**src/rtl/mips_pkg.sv**
```systemverilog
// Shared encodings for the load/store unit: access sizes, FSM states,
// and the latched request record.
package mips_pkg;

    localparam logic [1:0] SZ_BYTE = 2'b00;
    localparam logic [1:0] SZ_HALF = 2'b01;
    localparam logic [1:0] SZ_WORD = 2'b10;
    localparam logic [1:0] SZ_RSVD = 2'b11;

    typedef enum logic [1:0] {
        IDLE,
        ACCESS,
        DONE
    } state_t;

    typedef struct packed {
        logic [31:0] data;
        logic [1:0]  size;
        logic        sign;
        logic        we;
    } lsu_req_t;

    function automatic logic [2:0] size_bytes(input logic [1:0] size);
        case (size)
            SZ_HALF: return 3'd2;
            SZ_WORD: return 3'd4;
            default: return 3'd1;
        endcase
    endfunction

    function automatic logic is_aligned(input logic [1:0] size, input logic [1:0] a);
        case (size)
            SZ_HALF: return ~a[0];
            SZ_WORD: return a == 2'b00;
            default: return 1'b1;
        endcase
    endfunction

endpackage

```
**src/rtl/load_store_unit_if.sv**
```systemverilog
// Pipeline request/response and byte-wide data-memory signals of the LSU.
interface load_store_unit_if #(
    parameter int ADDR_W = 32
);
    logic              MemoryRead;
    logic              MemoryWrite;
    logic [ADDR_W-1:0] ALUResult;
    logic [31:0]       write_data;
    logic [1:0]        mem_size;
    logic              load_signed;
    logic              stall;
    logic [31:0]       load_data;
    logic              load_valid;
    logic              fault;
    logic              mem_req;
    logic              mem_we;
    logic [ADDR_W-1:0] mem_addr;
    logic [7:0]        mem_wdata;
    logic [7:0]        mem_rdata;
    logic              mem_ready;

    // slave: the LSU itself; master: pipeline plus memory around it
    modport slave (
        input  MemoryRead, MemoryWrite, ALUResult, write_data, mem_size, load_signed,
        output stall, load_data, load_valid, fault,
        output mem_req, mem_we, mem_addr, mem_wdata,
        input  mem_rdata, mem_ready
    );

    modport master (
        output MemoryRead, MemoryWrite, ALUResult, write_data, mem_size, load_signed,
        input  stall, load_data, load_valid, fault,
        input  mem_req, mem_we, mem_addr, mem_wdata,
        output mem_rdata, mem_ready
    );
endinterface

```
**src/rtl/load_extend.sv**
```systemverilog
// Sign/zero extension of the assembled load bytes to 32 bits.
module load_extend
    import mips_pkg::*;
(
    input  logic [31:0] asm_data,
    input  logic [1:0]  size,
    input  logic        sign_ext,
    output logic [31:0] load_data
);
    always_comb begin
        load_data = asm_data;
        case (size)
            SZ_BYTE: load_data = {{24{sign_ext & asm_data[7]}}, asm_data[7:0]};
            SZ_HALF: load_data = {{16{sign_ext & asm_data[15]}}, asm_data[15:0]};
            default: load_data = asm_data;
        endcase
    end
endmodule

```
**src/rtl/load_store_unit.sv**
```systemverilog
// Serialises byte/half/word loads and stores onto a byte-wide memory port,
// big-endian, with a one-cycle DONE state that reports load results.
module load_store_unit
    import mips_pkg::*;
#(
    parameter int ADDR_W = 32
) (
    input logic clk,
    input logic rst,
    load_store_unit_if.slave bus
);
    state_t            state;
    lsu_req_t          req_q;
    logic [ADDR_W-1:0] addr_q;
    logic [31:0]       asm_q;
    logic [31:0]       ext_data;
    logic [2:0]        cnt;
    logic [2:0]        last_idx;
    logic [1:0]        byte_sel;
    logic              req_any;
    logic              req_ok;

    always_comb begin
        req_any = bus.MemoryRead | bus.MemoryWrite;
        req_ok  = (bus.MemoryRead ^ bus.MemoryWrite) && (bus.mem_size != SZ_RSVD) &&
                  is_aligned(bus.mem_size, bus.ALUResult[1:0]);
    end

    // Byte 0 of the access is the most significant one of the store data.
    always_comb begin
        last_idx = size_bytes(req_q.size) - 3'd1;
        byte_sel = 2'(last_idx - cnt);
        case (byte_sel)
            2'd0:    bus.mem_wdata = req_q.data[7:0];
            2'd1:    bus.mem_wdata = req_q.data[15:8];
            2'd2:    bus.mem_wdata = req_q.data[23:16];
            default: bus.mem_wdata = req_q.data[31:24];
        endcase
        bus.stall      = (state == IDLE && req_ok) || state == ACCESS;
        bus.fault      = state == IDLE && req_any && !req_ok;
        bus.mem_req    = state == ACCESS;
        bus.mem_we     = state == ACCESS && req_q.we;
        bus.mem_addr   = addr_q + ADDR_W'(cnt);
        bus.load_valid = state == DONE && !req_q.we;
        bus.load_data  = ext_data;
    end

    always_ff @(posedge clk or posedge rst) begin
        if (rst) begin
            state  <= IDLE;
            req_q  <= '0;
            addr_q <= '0;
            asm_q  <= '0;
            cnt    <= '0;
        end else begin
            case (state)
                IDLE: begin
                    if (req_ok) begin
                        addr_q     <= bus.ALUResult;
                        req_q.data <= bus.write_data;
                        req_q.size <= bus.mem_size;
                        req_q.sign <= bus.load_signed;
                        req_q.we   <= bus.MemoryWrite;
                        asm_q      <= '0;
                        cnt        <= '0;
                        state      <= ACCESS;
                    end
                end
                ACCESS: begin
                    if (bus.mem_ready) begin
                        if (!req_q.we)
                            asm_q <= {asm_q[23:0], bus.mem_rdata};
                        cnt <= cnt + 3'd1;
                        if (cnt == last_idx)
                            state <= DONE;
                    end
                end
                DONE:    state <= IDLE;
                default: state <= IDLE;
            endcase
        end
    end

    load_extend u_ext (
        .asm_data (asm_q),
        .size     (req_q.size),
        .sign_ext (req_q.sign),
        .load_data(ext_data)
    );
endmodule

```
**src/flat_wrapper.sv**
```systemverilog
// flat-port wrapper written by rule: the top's interface ports become plain ports
module load_store_unit_flat import mips_pkg::*;
#(
    parameter int ADDR_W = 32
)
  (clk, rst, bus_MemoryRead, bus_MemoryWrite, bus_ALUResult, bus_write_data, bus_mem_size, bus_load_signed, bus_stall, bus_load_data, bus_load_valid, bus_fault, bus_mem_req, bus_mem_we, bus_mem_addr, bus_mem_wdata, bus_mem_rdata, bus_mem_ready);
  load_store_unit_if #(.ADDR_W(ADDR_W)) bus_i ();
  input logic clk;
  input logic rst;
  input wire logic [$bits(bus_i.MemoryRead)-1:0] bus_MemoryRead;
  input wire logic [$bits(bus_i.MemoryWrite)-1:0] bus_MemoryWrite;
  input wire logic [$bits(bus_i.ALUResult)-1:0] bus_ALUResult;
  input wire logic [$bits(bus_i.write_data)-1:0] bus_write_data;
  input wire logic [$bits(bus_i.mem_size)-1:0] bus_mem_size;
  input wire logic [$bits(bus_i.load_signed)-1:0] bus_load_signed;
  output wire logic [$bits(bus_i.stall)-1:0] bus_stall;
  output wire logic [$bits(bus_i.load_data)-1:0] bus_load_data;
  output wire logic [$bits(bus_i.load_valid)-1:0] bus_load_valid;
  output wire logic [$bits(bus_i.fault)-1:0] bus_fault;
  output wire logic [$bits(bus_i.mem_req)-1:0] bus_mem_req;
  output wire logic [$bits(bus_i.mem_we)-1:0] bus_mem_we;
  output wire logic [$bits(bus_i.mem_addr)-1:0] bus_mem_addr;
  output wire logic [$bits(bus_i.mem_wdata)-1:0] bus_mem_wdata;
  input wire logic [$bits(bus_i.mem_rdata)-1:0] bus_mem_rdata;
  input wire logic [$bits(bus_i.mem_ready)-1:0] bus_mem_ready;
  assign bus_i.MemoryRead = bus_MemoryRead;
  assign bus_i.MemoryWrite = bus_MemoryWrite;
  assign bus_i.ALUResult = bus_ALUResult;
  assign bus_i.write_data = bus_write_data;
  assign bus_i.mem_size = bus_mem_size;
  assign bus_i.load_signed = bus_load_signed;
  assign bus_stall = bus_i.stall;
  assign bus_load_data = bus_i.load_data;
  assign bus_load_valid = bus_i.load_valid;
  assign bus_fault = bus_i.fault;
  assign bus_mem_req = bus_i.mem_req;
  assign bus_mem_we = bus_i.mem_we;
  assign bus_mem_addr = bus_i.mem_addr;
  assign bus_mem_wdata = bus_i.mem_wdata;
  assign bus_i.mem_rdata = bus_mem_rdata;
  assign bus_i.mem_ready = bus_mem_ready;
  load_store_unit #(.ADDR_W(ADDR_W)) u_core (.clk(clk), .rst(rst), .bus(bus_i));
endmodule
```
**config.mk**
```make
export PLATFORM = sky130hd
export DESIGN_NAME = load_store_unit_flat
export DESIGN_NICKNAME = d
export VERILOG_FILES = /design/src/rtl/mips_pkg.sv /design/src/rtl/load_store_unit_if.sv /design/src/rtl/load_extend.sv /design/src/rtl/load_store_unit.sv /design/src/flat_wrapper.sv
export SDC_FILE = /design/constraint.sdc
export NUM_CORES = 1
export LEC_CHECK = 0
export BUFFER_PORTS_ARGS = -buffer_cell sky130_fd_sc_hd__buf_2
export CAP_MARGIN = 20
export CORE_ASPECT_RATIO = 1.4
export CORE_MARGIN = 5
export CORE_UTILIZATION = 47
export CTS_BUF_LIST = sky130_fd_sc_hd__clkbuf_16
export DETAILED_ROUTE_END_ITERATION = 12
export GPL_ROUTABILITY_DRIVEN = 1
export PLACE_DENSITY = 0.76
export SKIP_CTS_REPAIR_TIMING = 1
export SYNTH_ARGS = -nofsm -noshare
export SYNTH_HDL_FRONTEND = slang
export SYNTH_SLANG_ARGS = --single-unit
```
**constraint.sdc**
```tcl
create_clock -name clk -period 3.15 [get_ports clk]
set_input_delay 0.63 -clock clk [delete_from_list [all_inputs] [get_ports clk]]
set_output_delay 0.63 -clock clk [all_outputs]
set_load 0.01 [all_outputs]
```
==> flow_metrics.tcl, run 1 <==
set metrics [dict create \
    hold_path.class "in -> async" \
    synth_edf_count 0 \
    synth-seq-cells 105 \
    via_per_inst 5.31 \
    cts_tree "yes" \
    netlist.area_leader.share 0.486 \
    fmax_mhz 335 \
    cts_root_buffer "clkbuf_16" \
    drt_iter0_drc 193 \
    finalCritPeriodShare 0.949 \
    nFillCells 982 \
    rows 46 \
    power_density_nw_per_um2 1070 \
    crit_path_max_incr_delay_ps 460 \
    clk_pin_slew_worst_paths_ps 80 \
    netlist_area_um2 5410 \
    worstMarginPinSlew_ps 755 \
    finalHoldViolCount 0 \
    final_nets 720 \
    total_power_w 0.00703 \
    multi_input_area_um2 2550 \
    rsz0062_at_grt "yes" \
    insertion_delay_ps 350 \
    synth_common_cells "dfrtp_1, nand2_1, mux2_1" \
    cp_cell_sequence "ha_1 -> fa_1 -> a21oi_4 -> nor4b_4 -> buf_4 -> nand3_1 -> xnor2_1 -> buf_2" \
    ys_warn_count 0 \
    synth_top_cell_by_area "dfrtp_1" \
    seq_area_um2 2630 \
    critPathCaptureType "output port" \
    diodes 0 \
    grt_pass1_vias 4334 \
    cp-start-kind "register" \
    grt_use_total 0.190 \
    htreeDepth 3 \
    first_pass_iters 4 \
    yosys_most_used_dff "dfrtp_1" \
    path_buf_inv 2 \
    crit_family "adder cells" \
    p_leak_nw 3.27 \
    maxCapViolCount 0 \
    cts_buffer_depth 2 \
    slew_headroom 0.495 \
    cp.arrival_ps 2360 \
    die_area_um2 13800 \
    num_io_pins 157 \
    ys_seq_area_frac 0.486 \
    port_buffers 156 \
    grt_max_degree 58 \
    vias 4123 \
    setup_viol 0 \
    reg2reg_depth 3 \
    cts_made_buffers 9 \
    die_h_um 137 \
    wirelength_um 12800 \
    drv_slew 0 \
    synth_cell_type_count 41 \
    drive_gt1_frac 0.337 \
    area_growth_pct 21.9 \
    antenna_found_initial 0 \
    ant_nets 0 \
    slowest_stage "fa_1" \
    irDropWorstVdd_mv 0.658 \
    cp_max_fo 10 \
    grt.overflow.total 0 \
    synthCells 484 \
    fin_crit_ps 2990 \
    initial_core_util 0.480 \
    rr_startpoint "u_core.state[0]" \
    reg2reg_slack_ps 1300 \
    regToRegEndpoint "u_core.addr_q[30]" \
    die_w_um 101 \
    async_flop_share 1.00 \
    yosysMostFrequentCell "dfrtp_1" \
    drcViolationCount 0 \
    fin_hold_ws_ps 397 \
    wl_per_cell_um 16.5 \
    clock-sinks 105 \
    dp_hpwl_um 9560 \
    status "finished, final reports clean" \
    avgSynthCellArea_um2 11.2 \
    core_region_area_um2 11300 \
    synth.area.top_cells "dfrtp_1, mux2_1, nand2_1" \
    syn-num-nets 577 \
    place.gp.congestion 0.864 \
    path_class "reg -> out" \
    skew_ps 10.7 \
    grt_pass1_wl_um 21000 \
    required_ps 2520 \
]
-- state kept, by name, summed over array words and instances (netlist names) --
name,count
u_core.addr_q,32
u_core.cnt,3
u_core.asm_q,32
u_core.req_q,36
u_core.state,2
-- placed cells by master, fill, tap and decap left out, drive strengths merged, types with 2 or more instances in the layout --
| cell type | synthesis | layout |
|---|---|---|
| buf | 22 | 164 |
| dfrtp | 105 | 105 |
| nand2 | 94 | 94 |
| mux2 | 66 | 66 |
| o21ai | 33 | 33 |
| xnor2 | 30 | 30 |
| nand4 | 18 | 18 |
| a21o | 18 | 18 |
| inv | 13 | 16 |
| ha | 12 | 12 |
| clkbuf | 10 | 9 |
| nand3 | 8 | 8 |
| mux4 | 8 | 8 |
| nor2 | 6 | 6 |
| and3 | 5 | 5 |
| nand2b | 4 | 4 |
| xor2 | 3 | 3 |
| and4 | 3 | 3 |
| nor3 | 3 | 3 |
| a21oi | 3 | 3 |
| or2 | 2 | 2 |
| mux2i | 2 | 2 |
| and2 | 2 | 2 |
| clkinvlp | 0 | 2 |
| nor4 | 2 | 2 |
-- routing by layer --
metal	track usage	wire, µm	share of wire
met1	0.228	4910	0.38
met3	0.0331	713	0.056
met2	0.338	6940	0.54
met4	0.0689	228	0.018
met5	0	0	0
-- report_power, final --
part | switching [W] | total (W) | internal (W)
sequential | 0.000557 | 0.00254 | 0.00198
combinational | 0.00171 | 0.00332 | 0.00161
clock | 0.000531 | 0.00117 | 0.000640
total | 0.00279 | 0.00703 | 0.00423
-- layout make-up --
cell class	instances	area share
repair buffers	164	0.131
multi-input cells	334	0.387
inverters	13	0.00797
clock inverters	7	0.0142
flip-flops and latches	105	0.399
clock buffers	9	0.0341
well taps	144	0.0273
-- stage by stage --
step	worst slack, ps	instance area, µm²	util	setup TNS [ps]	std cells
floorplan	473	5410	-	0	484
global placement	414	6240	0.553	0	758
detailed placement	314	6240	0.553	0	758
CTS	-65.6	6560	0.582	-490	774
global route	7.30	6600	0.585	0	776
finish	162	6600	0.585	0	776
-- cell families after synthesis --
logic type	count (synthesis)	share of synthesized area
DFF	105	0.486
AOI/OAI and AO/OA	61	0.0726
muxes	76	0.175
buffers and inverters	45	0.0481
and+or+nand+nor	151	0.134
xor gates and xnor gates	33	0.0534
adders and majority gates	13	0.0315
-- worst register-to-register path, stage by stage (launching register included) --
cell       delay (ps)
dfrtp_1           470
a2111oi_4         380
buf_4             480
mux2_1            390
-- worst max-delay path by stage --
stage	to	from	cells after the start	slack (ps)
after global routing	bus_mem_addr[21]	u_core.cnt[2]	6	7
after global placement	bus_mem_addr[27]	u_core.cnt[1]	6	410
after detailed placement	bus_mem_addr[17]	u_core.cnt[1]	6	310
after floorplan	bus_mem_wdata[7]	u_core.req_q[2]	6	470
final	bus_mem_addr[28]	u_core.cnt[0]	8	160
after CTS	bus_mem_addr[17]	u_core.cnt[1]	6	-70
Power figures use the tool's default switching activity.
==> inputs of run 2 (changes only) <==
--- a/config.mk
+++ b/config.mk
@@ -5,7 +5,7 @@
 export SDC_FILE = /design/constraint.sdc
 export NUM_CORES = 1
 export LEC_CHECK = 0
-export BUFFER_PORTS_ARGS = -buffer_cell sky130_fd_sc_hd__buf_2
+export BUFFER_PORTS_ARGS = -buffer_cell sky130_fd_sc_hd__clkbuf_2
 export CAP_MARGIN = 20
 export CORE_ASPECT_RATIO = 1.4
 export CORE_MARGIN = 5
==> flow_metrics.tcl, run 2 (synthesized netlist as in run 1, its figures left out) <==
set metrics [dict create \
    fin_util 0.581 \
    diodes 0 \
    reg2reg_depth 3 \
    htreeDepth 3 \
    antenna_found_initial 0 \
    first_pass_iters 4 \
    largest_reg_flops 36 \
    insertion_delay_ps 340 \
    die_area_um2 13800 \
    irDropWorstVdd_mv 0.685 \
    skew_ps 5.88 \
    setup_viol 0 \
    finalHoldViolCount 0 \
    drv_slew 0 \
    drt_iter0_drc 212 \
    power_density_nw_per_um2 1050 \
    cts_made_buffers 9 \
    layout.cells.non_filler 775 \
    finalSetupTns_ps 0 \
    clk_pin_slew_worst_paths_ps 70 \
    busiest_layer "met2" \
    area_growth_pct 21.2 \
    top_regs "u_core.req_q: 36 flops, u_core.addr_q: 32 flops, u_core.asm_q: 32 flops" \
    cts_buffer_depth 2 \
    place.gp.congestion 0.882 \
    status "finished, final reports clean" \
    die_w_um 101 \
    maxCapViolCount 0 \
    cts_root_buffer "clkbuf_16" \
    fin_crit_ps 2960 \
    final_nets 719 \
    wirelength_um 12400 \
    cp_max_fo 14 \
    drive_gt1_frac 0.336 \
    finalCritPeriodShare 0.938 \
    ant_nets 0 \
    drcViolationCount 0 \
    grt_max_degree 65 \
    met1_usage 0.221 \
    globalRouteMet3Util 0.0275 \
    cp-start-kind "register" \
    regMostFlops "u_core.req_q" \
    vias 4079 \
    core_region_area_um2 11300 \
    fmax_mhz 338 \
    dp.cells 758 \
    port_buffers 156 \
    dp_hpwl_um 9440 \
    die_h_um 137 \
    grt_pass1_wl_um 20300 \
    nFillCells 984 \
    grt.overflow.total 0 \
    num_io_pins 157 \
    grt_pass1_vias 4250 \
    clock-sinks 105 \
    slew_headroom 0.353 \
    initial_core_util 0.480 \
    hold_path.class "in -> async" \
    cp.arrival_ps 2330 \
    critPathCaptureType "output port" \
    required_ps 2520 \
    rows 46 \
    final_common_cell "clkbuf_2" \
    path_class "reg -> out" \
    worstMarginPinSlew_ps 967 \
    via_per_inst 5.26 \
    p_leak_nw 3.25 \
    met2_usage 0.333 \
    final_cell_mix "clkbuf_2, dfrtp_1, nand2_1" \
    wl_per_cell_um 16.0 \
    grt_use_total 0.184 \
    reg2reg_slack_ps 1310 \
    cts_tree "yes" \
]
==> run 2: through the flow <==
| stage | setup slack [ps] | instance area, µm² | power, W | hold slack, ps |
|---|---|---|---|---|
| global placement | 409 | 6240 | 0.00574 | 460 |
| global route | -3.00 | 6560 | 0.00739 | 457 |
| CTS | -59.5 | 6530 | 0.00695 | 418 |
| detailed placement | 328 | 6240 | 0.00586 | 472 |
| floorplan | 473 | 5410 | 0.00469 | 449 |
| finish | 194 | 6560 | 0.00690 | 398 |
==> run 2: final cells by class <==
class                   instances  area, µm²  share of cell area
inverters                      13       52.6             0.00802
multi-input cells             334       2550               0.389
repair buffers                163        858               0.131
clock buffers                   9        225              0.0344
clock inverters                 7       58.8             0.00897
well taps                     144        180              0.0275
flip-flops and latches        105       2630               0.401
==> run 2: metal layers <==
layer,vias to the layer above,part of all wire
met3,14,0.049
met2,112,0.54
li1,1957,-
met4,0,0.012
met1,1996,0.40
met5,-,0
==> run 2: final timing paths <==
| check | startpoint | to |
|---|---|---|
| setup / recovery | u_core.cnt[2] | bus_mem_addr[17] |
| hold / removal | rst | u_core.addr_q[8] |
| setup reg to reg | u_core.state[0] | u_core.addr_q[30] |
| hold reg to reg | u_core.req_q[6] | u_core.req_q[6] |
| max in group asynchronous | rst | u_core.asm_q[30] |
| min in group clk | u_core.req_q[6] | u_core.req_q[6] |
==> run 2: power by group <==
| part | internal, W | switching [W] |
|---|---|---|
| sequential | 0.00198 | 0.000545 |
| combinational | 0.00160 | 0.00171 |
| clock | 0.000551 | 0.000517 |
| total | 0.00413 | 0.00277 |
==> run 2: worst max-delay path, stage by stage, from the launching register on <==
cell	delay, ps
dfrtp_1	450
ha_1	440
nor2_1	100
nor3_4	450
nand4_1	210
xnor2_1	180
clkbuf_2	150
